## src/rtl/simon_btn_encoder_pkg.sv

```systemverilog
// Shared definitions for the Simon button encoder: move codes, FSM states
// and the one-hot button to code mapping.
package simon_btn_encoder_pkg;

   localparam int unsigned NUM_BTN = 4;
   localparam int unsigned CODE_W  = 2;

   localparam logic [CODE_W-1:0] CODE_GREEN  = 2'd0;
   localparam logic [CODE_W-1:0] CODE_RED    = 2'd1;
   localparam logic [CODE_W-1:0] CODE_YELLOW = 2'd2;
   localparam logic [CODE_W-1:0] CODE_BLUE   = 2'd3;

   typedef enum logic {
      ST_IDLE     = 1'b0,
      ST_WAIT_REL = 1'b1
   } state_t;

   // Map a one-hot debounced button vector to its move code.
   function automatic logic [CODE_W-1:0] btn_code(input logic [NUM_BTN-1:0] onehot);
      logic [CODE_W-1:0] c;
      c = CODE_GREEN;
      if (onehot[1]) c = CODE_RED;
      if (onehot[2]) c = CODE_YELLOW;
      if (onehot[3]) c = CODE_BLUE;
      return c;
   endfunction

endpackage

```

## src/rtl/simon_btn_encoder_debounce.sv

```systemverilog
// Single-button input path: two-flop synchroniser followed by a
// counter-based debouncer holding the filtered level.
module simon_btn_encoder_debounce #(
   parameter int unsigned DEBOUNCE_CYCLES = 4,
   parameter int unsigned CNT_W           = $clog2(DEBOUNCE_CYCLES) + 1
) (
   input  logic clock,
   input  logic reset,
   input  logic btn,
   output logic stable,
   output logic stable_nxt_c
);

   localparam logic [CNT_W-1:0] CNT_LAST = CNT_W'(DEBOUNCE_CYCLES - 1);

   logic             sync1;
   logic             sync2;
   logic [CNT_W-1:0] cnt;
   logic [CNT_W-1:0] cnt_nxt;

   // A run of DEBOUNCE_CYCLES mismatching samples flips the level; any match restarts.
   always_comb begin
      stable_nxt_c = stable;
      cnt_nxt      = '0;
      if (sync2 != stable) begin
         if (cnt == CNT_LAST) begin
            stable_nxt_c = sync2;
         end else begin
            cnt_nxt = cnt + CNT_W'(1);
         end
      end
   end

   always_ff @(posedge clock) begin
      if (reset) begin
         sync1  <= 1'b0;
         sync2  <= 1'b0;
         cnt    <= '0;
         stable <= 1'b0;
      end else begin
         sync1  <= btn;
         sync2  <= sync1;
         cnt    <= cnt_nxt;
         stable <= stable_nxt_c;
      end
   end

endmodule

```

## src/rtl/simon_btn_encoder.sv

```systemverilog
// Simon game input stage: debounces four buttons and emits one move code
// per press, flagging presses where more than one button is down.
module simon_btn_encoder
   import simon_btn_encoder_pkg::*;
#(
   parameter int unsigned DEBOUNCE_CYCLES = 4,
   parameter int unsigned CNT_W           = $clog2(DEBOUNCE_CYCLES) + 1
) (
   input  logic               clock,
   input  logic               reset,
   input  logic [NUM_BTN-1:0] btn,
   output logic [CODE_W-1:0]  code,
   output logic               valid,
   output logic               multi_err,
   output logic               all_idle
);

   logic [NUM_BTN-1:0] stable;
   logic [NUM_BTN-1:0] stable_nxt;

   for (genvar i = 0; i < NUM_BTN; i++) begin : g_db
      simon_btn_encoder_debounce #(
         .DEBOUNCE_CYCLES (DEBOUNCE_CYCLES),
         .CNT_W           (CNT_W)
      ) u_db (
         .clock        (clock),
         .reset        (reset),
         .btn          (btn[i]),
         .stable       (stable[i]),
         .stable_nxt_c (stable_nxt[i])
      );
   end

   state_t            state;
   state_t            state_nxt;
   logic [CODE_W-1:0] code_nxt;
   logic              valid_nxt;
   logic              multi_nxt;

   // Accept one press per IDLE visit, then wait until every button is released.
   always_comb begin
      state_nxt = state;
      code_nxt  = code;
      valid_nxt = 1'b0;
      multi_nxt = 1'b0;
      case (state)
         ST_IDLE: begin
            if (stable != '0) begin
               state_nxt = ST_WAIT_REL;
               if ($onehot(stable)) begin
                  valid_nxt = 1'b1;
                  code_nxt  = btn_code(stable);
               end else begin
                  multi_nxt = 1'b1;
               end
            end
         end
         ST_WAIT_REL: begin
            if (stable == '0) state_nxt = ST_IDLE;
         end
      endcase
   end

   always_ff @(posedge clock) begin
      if (reset) begin
         state     <= ST_IDLE;
         code      <= CODE_GREEN;
         valid     <= 1'b0;
         multi_err <= 1'b0;
         all_idle  <= 1'b1;
      end else begin
         state     <= state_nxt;
         code      <= code_nxt;
         valid     <= valid_nxt;
         multi_err <= multi_nxt;
         all_idle  <= ~|stable_nxt;
      end
   end

endmodule
```

## config.mk

```make
export PLATFORM = sky130hd
export DESIGN_NAME = simon_btn_encoder
export DESIGN_NICKNAME = d
export VERILOG_FILES = /design/src/rtl/simon_btn_encoder_pkg.sv /design/src/rtl/simon_btn_encoder_debounce.sv /design/src/rtl/simon_btn_encoder.sv
export SDC_FILE = /design/constraint.sdc
export NUM_CORES = 1
export LEC_CHECK = 0
export CAP_MARGIN = 40
export CORE_MARGIN = 5
export CORE_UTILIZATION = 35
export CTS_CLUSTER_SIZE = 28
export DETAILED_ROUTE_END_ITERATION = 16
export SLEW_MARGIN = 5
export SYNTH_ARGS = -nofsm -noshare
export SYNTH_HDL_FRONTEND = slang
export SYNTH_SLANG_ARGS = --single-unit
```

## constraint.sdc

```tcl
create_clock -name clock -period 6.9 [get_ports clock]
set_input_delay 1.38 -clock clock [delete_from_list [all_inputs] [get_ports clock]]
set_output_delay 1.38 -clock clock [all_outputs]
set_load 0.01 [all_outputs]
```

==> impl_metrics.toml, run 1 <==
[setup_path]
cp-start-kind = "register"
critPathKind = "register to output pin"
cp_num_cells = 1
cp.buffers_inverters = 1
cp.required_ns = 5.52
cp_cell_sequence = "clkdlybuf4s50_1"
path_max_fanout = 2
cpPeakStageDelay_ns = 0.54
reg2reg_from = "g_db[0].u_db.stable"
setup.worst_path.start = "code[1]"
cp-end-kind = "output pin"
crit_slowest_cell = "clkdlybuf4s50_1"
worst_ep_arrival_time_ns = 1.20
ff2ff_path_depth = 8
crit_family = "buffers and inverters"

[pwr]
ir_worst_vdd_uv = 104.9
power.leakage_nw = 0.5309
power.density_mw_per_mm2 = 216.4

[sta]
hold_violations = 0
skew_ns = 0.004884
fin_setup_tns_ns = 0
finalSetupViolCount = 0
worst_slew_pin_slew_ns = 0.6641
final_max_slew_viol_count = 0
period_minus_slack_ns = 2.581
max_freq_mhz = 387.4
timing.hold.ws_ns = 0.4253
relSlewSlack = 0.5559
period_share = 0.3741
rsz0062_at_grt = "false"

[clock_network]
cts_buffer_depth = 2
cts.sinks = 30
cts_tree = "done"
cts_resized = 0
cts_root_buffer = "clkbuf_4"
htreeDepth = 2
post_cts_buffers = 0
postCtsHoldBufs = 0
clk_pin_slew_ns = 0.09
cts_buffers = 5
clkLatencyLatePin_ns = 0.32

[floorplan]
dieArea_mm2 = 0.004477
start_util = 0.3683
core_mm2 = 0.003078
die_y_um = 66.91
row_count = 20
die_x_um = 66.91
ios = 11

[logic_synthesis]
syn_nets = 126
synth_mux_area_frac = 0.03532
synth-compound-area-share = 0.04746
synth_fa_ha_area_frac = 0.1391
syn_inst = 108
yosysSeqAreaShare = 0.5298
synth_cell_types = 22
synth_xor_area_frac = 0.03091
synth-simple-area-share = 0.1634
ys.warnings.count = 0
synth_area_mm2 = 0.001134
synth-seq-cells = 30
avgSynthCellArea_um2 = 10.50
synth_top_family_by_area = "simple AND/OR/NAND/NOR gates"

[finish]
postLayoutCellArea_mm2 = 0.001340
area_growth_pct = 18.21
final_common_cell = "dfxtp_1"
drive_gt1_frac = 0.07258
finish.utilization = 0.4354
most-common-layout-cells = "30 x dfxtp_1, 18 x nor2_1, 14 x inv_1, 11 x ha_1, 10 x clkdlybuf4s50_1"
fin_nets = 141
diodes = 0

[route]
wl_per_cell_um = 9.452
via_count = 732
ant_nets = 0
drc_errors = 0
viasPerCell = 4.357
routed_wl_um = 1588
dr.pass1.iters = 3
drt_iter0_drc = 15

[placement]
dpl-instance-area_mm2 = 0.001280
gp_congestion = 0.7362
dp_hpwl_um = 1200
io_buffers = 10

[grt]
grt_max_degree = 21
grt_pass1_vias = 672
grt_usage = 0.08979
antenna_found_initial = 0
grt_first_pass_wirelength_um = 2822
grt.overflow.total = 0

[min_path]
hold_path_depth = 1
worst_hold_startpoint = "g_db[1].u_db.cnt[0]"
hold_class = "register to register"

[outcome]
outcome = "complete, no violations"

[job]
cap_viol_max_count = 0
## cells in the mapped netlist
cell | count | area (µm²)
a211oi_1 | 1 | 7.510
a21oi_1 | 2 | 10.01
a311oi_1 | 1 | 8.760
a41o_1 | 1 | 10.01
buf_2 | 1 | 5.000
clkbuf_1 | 1 | 3.750
dfxtp_1 | 30 | 600.6
fa_1 | 1 | 20.02
ha_1 | 11 | 137.6
inv_1 | 14 | 52.55
mux2i_1 | 4 | 40.04
nand2b_1 | 1 | 6.260
nor2_1 | 18 | 67.56
nor2b_1 | 8 | 50.05
nor4b_2 | 1 | 15.01
o21a_1 | 1 | 7.510
o21ai_0 | 1 | 5.000
o21ai_1 | 1 | 5.000
or3_1 | 4 | 25.02
or3b_4 | 1 | 11.26
or4b_1 | 1 | 10.01
xnor2_1 | 4 | 35.03
## metal layers
metal,GRT usage,share of wire,up-vias
li1,-,-,375
met1,0.09053,0.44,342
met2,0.1399,0.48,10
met3,0.05565,0.057,5
met4,0.05316,0.025,0
met5,0,0,-
## worst reg2reg max path, cell delays in order (launching register included)
cell,delay [ns]
dfxtp_1,0.38
inv_1,0.09
fa_1,0.54
inv_1,0.04
ha_1,0.17
ha_1,0.31
or4b_1,0.57
o21ai_1,0.14
a21oi_1,0.07
## power by group
group          internal (W)  switching (W)
Clock             0.0000493      0.0000554
Sequential         0.000176     0.00000119
Combinational    0.00000494     0.00000329
Total              0.000230      0.0000599
## path summary, 6_finish.rpt
check | endpoint | slack, ns
hold / removal | g_db[1].u_db.cnt[0] | 0.43
setup reg to reg | code[1] | 4.45
hold reg to reg | g_db[1].u_db.cnt[0] | 0.43
setup / recovery | code[1] | 4.32
## sequential cells by signal (all words and copies together) (netlist names)
name and count:
all_idle 1, code 2, g_db.u_db.cnt 12, g_db.u_db.stable 4, g_db.u_db.sync1 4, g_db.u_db.sync2 4
multi_err 1, state 1, valid 1
## stage by stage
stage                     setup WS, ns  total power, W  instances
after CTS                        4.284       0.0002963        168
after global placement           4.058       0.0001893        160
after detailed placement         4.028       0.0001896        160
final                            4.319       0.0002900        168
after global routing             4.247       0.0003059        168
after floorplan                  4.624       0.0001858        108
## cell families after synthesis
group | Yosys count
AND/OR/NAND/NOR | 34
AO/OA/AOI/OAI | 8
adder cells (fa/ha/maj) | 12
multiplexers | 4
XOR/XNOR | 4
buffers and inverters | 16
flip-flops | 30
## layout make-up
| cell class | instances | area [µm²] |
|---|---|---|
| repair buffers | 10 | 100.1 |
| flip-flops and latches | 30 | 600.6 |
| inverters | 14 | 52.55 |
| multi-input cells | 62 | 471.7 |
| clock inverters | 1 | 5.005 |
| well taps | 44 | 55.05 |
| clock buffers | 7 | 55.05 |
| fillers | 318 | 1738 |
Power figures use the tool's default switching activity.
==> run 2: changes to the inputs <==
- clock period: 6.9 -> 2.7 ns (I/O delays scaled with it)
==> impl_metrics.toml, run 2 (synthesis gave the netlist of run 1 again) <==
[setup_path]
cp.required_ns = 2.89
crit_family = "adder cells"
path_max_fanout = 3
cp-end-kind = "register"
reg2reg_slack_ns = 0.24
cp.buffers_inverters = 2
reg2reg_from = "g_db[0].u_db.stable"
cpPeakStageDelay_ns = 0.57
cp-start-kind = "register"
reg2reg_to = "code[1]"
worst_ep_arrival_time_ns = 2.65
crit_slowest_cell = "or4b_1"
ff2ff_path_depth = 8
cp_cell_sequence = "inv_1 > fa_1 > inv_1 > ha_1 > ha_1 > or4b_1 > o21ai_1 > a21oi_1"
critPathKind = "register to register"

[route]
drt-met1-wl_um = 654
routed_wl_um = 1726
wl_per_cell_um = 10.21
via_count = 729
dr.pass1.iters = 2
top_layer = "met4"
drt_iter0_drc = 15
wl_met2_um = 936
ant_nets = 0
wl_met3_um = 93
viasPerCell = 4.314
drc_errors = 0

[pwr]
pwr-share-clk = 0.366
power.density_mw_per_mm2 = 555.5
p_seq_frac = 0.605
ir_worst_vdd_uv = 288.6
p_sw_frac = 0.2132
power_frac_comb = 0.030
p_switching_w = 0.0001596
power.leakage_nw = 0.5358
internal_power_w = 0.0005890

[floorplan]
start_util = 0.3683
core_mm2 = 0.003078
die_x_um = 66.91
die_y_um = 66.91
row_count = 20
dieArea_mm2 = 0.004477
ios = 11

[clock_network]
clkLatencyLatePin_ns = 0.33
cts.sinks = 30
htreeDepth = 2
clk_pin_slew_ns = 0.10
post_cts_buffers = 0
cts_buffers = 5
cts_tree = "done"
cts_root_buffer = "clkbuf_4"
cts_buffer_depth = 2
cts_resized = 0
postCtsHoldBufs = 0

[min_path]
hold-path-endpoint = "g_db[1].u_db.cnt[0]"
hold_path_depth = 1
hold_class = "register to register"
worst_hold_startpoint = "g_db[1].u_db.cnt[0]"

[finish]
largest_register_ffs = 12
instances_no_fill = 169
most-common-layout-cells = "30 x dfxtp_1, 18 x nor2_1, 14 x inv_1, 11 x ha_1, 10 x clkdlybuf4s50_1"
regMostFlops = "g_db.u_db.cnt"
diodes = 0
fin_nets = 142
final_common_cell = "dfxtp_1"
nFillCells = 329
area_growth_pct = 18.87
drive_gt1_frac = 0.08000

[sta]
hold_violations = 0
setup_ws_ns = 0.2360
timing.hold.ws_ns = 0.4266
fin_setup_tns_ns = 0
period_minus_slack_ns = 2.464
relSlewSlack = 0.6672
skew_ns = 0.01145
worst_slew_pin_slew_ns = 0.4976
rsz0062_at_grt = "false"
period_share = 0.9126
finalSetupViolCount = 0
final_max_slew_viol_count = 0
max_freq_mhz = 405.8

[outcome]
outcome = "complete, no violations"

[placement]
gp_congestion = 0.7296
placed_cells = 161
io_buffers = 10
pre_cts_ws_ns = 0.2844
dp_hpwl_um = 1251

[job]
cap_viol_max_count = 0

[grt]
grt_max_degree = 15
antenna_found_initial = 0
grt_pass1_vias = 760
grt.overflow.total = 0
grt_usage = 0.09877
grt_first_pass_wirelength_um = 3132
==> run 2: worst max-delay path by stage <==
stage / startpoint / end / slack, ns / cells after the start
final: g_db[0].u_db.stable / code[1] / 0.24 / 8
after detailed placement: g_db[0].u_db.stable / code[1] / 0.28 / 8
after floorplan: g_db[0].u_db.stable / code[1] / 0.42 / 8
after global routing: g_db[0].u_db.stable / code[1] / 0.09 / 8
after CTS: g_db[0].u_db.stable / code[1] / 0.22 / 8
after global placement: g_db[0].u_db.stable / code[1] / 0.36 / 8
==> run 2: power by group through the flow <==
stage | clock network, W | registers, W | logic (W)
finish | 0.000274 | 0.000453 | 0.0000223
global placement | 0 | 0.000463 | 0.0000221
detailed placement | 0 | 0.000463 | 0.0000227
floorplan | 0 | 0.000462 | 0.0000127
global route | 0.000311 | 0.000454 | 0.0000250
CTS | 0.000284 | 0.000453 | 0.0000229
==> run 2: routing by layer <==
layer	GRT usage	vias to the layer above
met5	0	-
met4	0.05316	0
met3	0.05059	5
met2	0.1844	10
met1	0.08291	337
li1	-	377
==> run 2: cell type report <==
type,count,area [µm²],area share
sequential,30,600.6,0.4457
multi-input combinational,62,471.7,0.3500
timing repair buffer,11,107.6,0.07985
clock buffer,7,55.05,0.04085
tap,44,55.05,0.04085
inverter,14,52.55,0.03900
clock inverter,1,5.005,0.003714
==> run 2: through the flow <==
stage | cell area [µm²] | utilization | power, W
6_report | 1348 | 0.4378 | 0.0007486
5_1_grt | 1348 | 0.4378 | 0.0007890
4_1_cts | 1348 | 0.4378 | 0.0007596
3_5_place_dp | 1287 | 0.4183 | 0.0004859
3_3_place_gp | 1287 | 0.4183 | 0.0004848
2_1_floorplan | 1134 | - | 0.0004749
==> run 3: changes to the inputs <==
- CORE_UTILIZATION: 35 -> 54
- PLACE_DENSITY: default -> 0.76
==> impl_metrics.toml, run 3 (synthesis gave the netlist of run 1 again) <==
[outcome]
outcome = "complete, no violations"

[setup_path]
path_max_fanout = 3
cp.buffers_inverters = 2
worst_ep_arrival_time_ns = 2.57
cp-end-kind = "register"
cp_cell_sequence = "inv_1 > fa_1 > inv_1 > ha_1 > ha_1 > or4b_1 > o21ai_1 > a21oi_1"
reg2reg_from = "g_db[0].u_db.stable"
ff2ff_path_depth = 8
crit_slowest_cell = "or4b_1"
reg2reg_slack_ns = 0.30
cpPeakStageDelay_ns = 0.56
cp-start-kind = "register"
critPathKind = "register to register"
reg2reg_to = "code[1]"
cp.required_ns = 2.86
crit_family = "adder cells"

[finish]
regMostFlops = "g_db.u_db.cnt"
diodes = 0
most-common-layout-cells = "30 x dfxtp_1, 18 x nor2_1, 14 x inv_1, 11 x ha_1, 10 x clkdlybuf4s50_1"
fin_nets = 141
nFillCells = 169
final_common_cell = "dfxtp_1"
finish.utilization = 0.6610
largest_register_ffs = 12
area_growth_pct = 15.56
drive_gt1_frac = 0.06557
instances_no_fill = 149

[route]
via_count = 730
wl_per_cell_um = 10.17
routed_wl_um = 1516
viasPerCell = 4.899
dr.pass1.iters = 3
drc_errors = 0
drt_iter0_drc = 5
ant_nets = 0

[floorplan]
die_x_um = 55.82
dieArea_mm2 = 0.003115
die_y_um = 55.82
ios = 11
row_count = 16
core_mm2 = 0.001982
start_util = 0.5720

[clock_network]
postCtsHoldBufs = 0
cts_root_buffer = "clkbuf_4"
cts_buffer_depth = 2
cts_resized = 0
htreeDepth = 2
cts.sinks = 30
cts_buffers = 5
post_cts_buffers = 0
clk_pin_slew_ns = 0.08
clkLatencyLatePin_ns = 0.30
cts_tree = "done"

[sta]
finalSetupViolCount = 0
skew_ns = 0.005608
worst_slew_pin_slew_ns = 0.6646
period_minus_slack_ns = 2.404
setup_ws_ns = 0.2958
rsz0062_at_grt = "false"
fin_setup_tns_ns = 0
hold_violations = 0
max_freq_mhz = 415.9
period_share = 0.8905
final_max_slew_viol_count = 0
relSlewSlack = 0.5555

[placement]
io_buffers = 10
dp_hpwl_um = 1194
pre_cts_ws_ns = 0.2902
placed_cells = 143
gp_congestion = 0.7044

[pwr]
ir_worst_vdd_uv = 437.8
power.leakage_nw = 0.5259
power.density_mw_per_mm2 = 546.3

[job]
cap_viol_max_count = 0

[grt]
grt.overflow.total = 0
grt_pass1_vias = 719
grt_max_degree = 21
grt_first_pass_wirelength_um = 2835
antenna_found_initial = 0
grt_usage = 0.1178

[min_path]
hold_path_depth = 1
hold-path-endpoint = "g_db[0].u_db.cnt[0]"
worst_hold_startpoint = "g_db[0].u_db.cnt[0]"
hold_class = "register to register"
-- run 3: cell count changes in the layout (fill, tap and decap cells not counted) --
cell	previous run	this run
buf_4	1	0
clkinv_2	1	0
clkbuf_1	1	0
-- run 3: final cells by class --
class / instances / area [µm²] / area share
flip-flops and latches: 30 / 600.6 / 0.4585
multi-input cells: 62 / 471.7 / 0.3601
repair buffers: 10 / 100.1 / 0.07641
inverters: 14 / 52.55 / 0.04011
clock buffers: 6 / 51.30 / 0.03916
well taps: 27 / 33.78 / 0.02579
-- run 3: worst max path at each step --
stage | cells past startpoint | slack (ns) | start | endpoint
2_1_floorplan | 8 | 0.42 | g_db[0].u_db.stable | code[1]
3_3_place_gp | 8 | 0.36 | g_db[0].u_db.stable | code[1]
3_5_place_dp | 8 | 0.29 | g_db[0].u_db.stable | code[1]
4_1_cts | 8 | 0.29 | g_db[0].u_db.stable | code[1]
5_1_grt | 8 | 0.15 | g_db[3].u_db.stable | code[1]
6_report | 8 | 0.30 | g_db[0].u_db.stable | code[1]
-- run 3: routing by layer --
layer  up-vias  global-route usage  wire [µm]
li1        376                   -          -
met1       337              0.1206        636
met2        13              0.1976        763
met3         4             0.05104         93
met4         0             0.07119         23
met5         -                   0          0
-- run 3: where the power goes --
group	internal [W]	leakage [nW]	total, W	switching [W]
Combinational	0.0000126	0.252	0.0000211	0.00000853
Clock	0.000117	0.0302	0.000242	0.000125
Sequential	0.000449	0.244	0.000452	0.00000293
-- run 3: worst reg2reg max path: stages (launching register included) --
cell     delay [ns]
dfxtp_1        0.37
inv_1          0.09
fa_1           0.53
inv_1          0.04
ha_1           0.17
ha_1           0.31
or4b_1         0.56
o21ai_1        0.14
a21oi_1        0.07
-- run 3: per-stage QoR --
step,total power [W],hold slack [ns],cell area (µm²)
5_1_grt,0.0007537,0.4529,1310
3_5_place_dp,0.0004843,0.4174,1259
3_3_place_gp,0.0004831,0.4065,1259
6_report,0.0007157,0.4215,1310
2_1_floorplan,0.0004749,0.3990,1134
4_1_cts,0.0007244,0.4287,1310
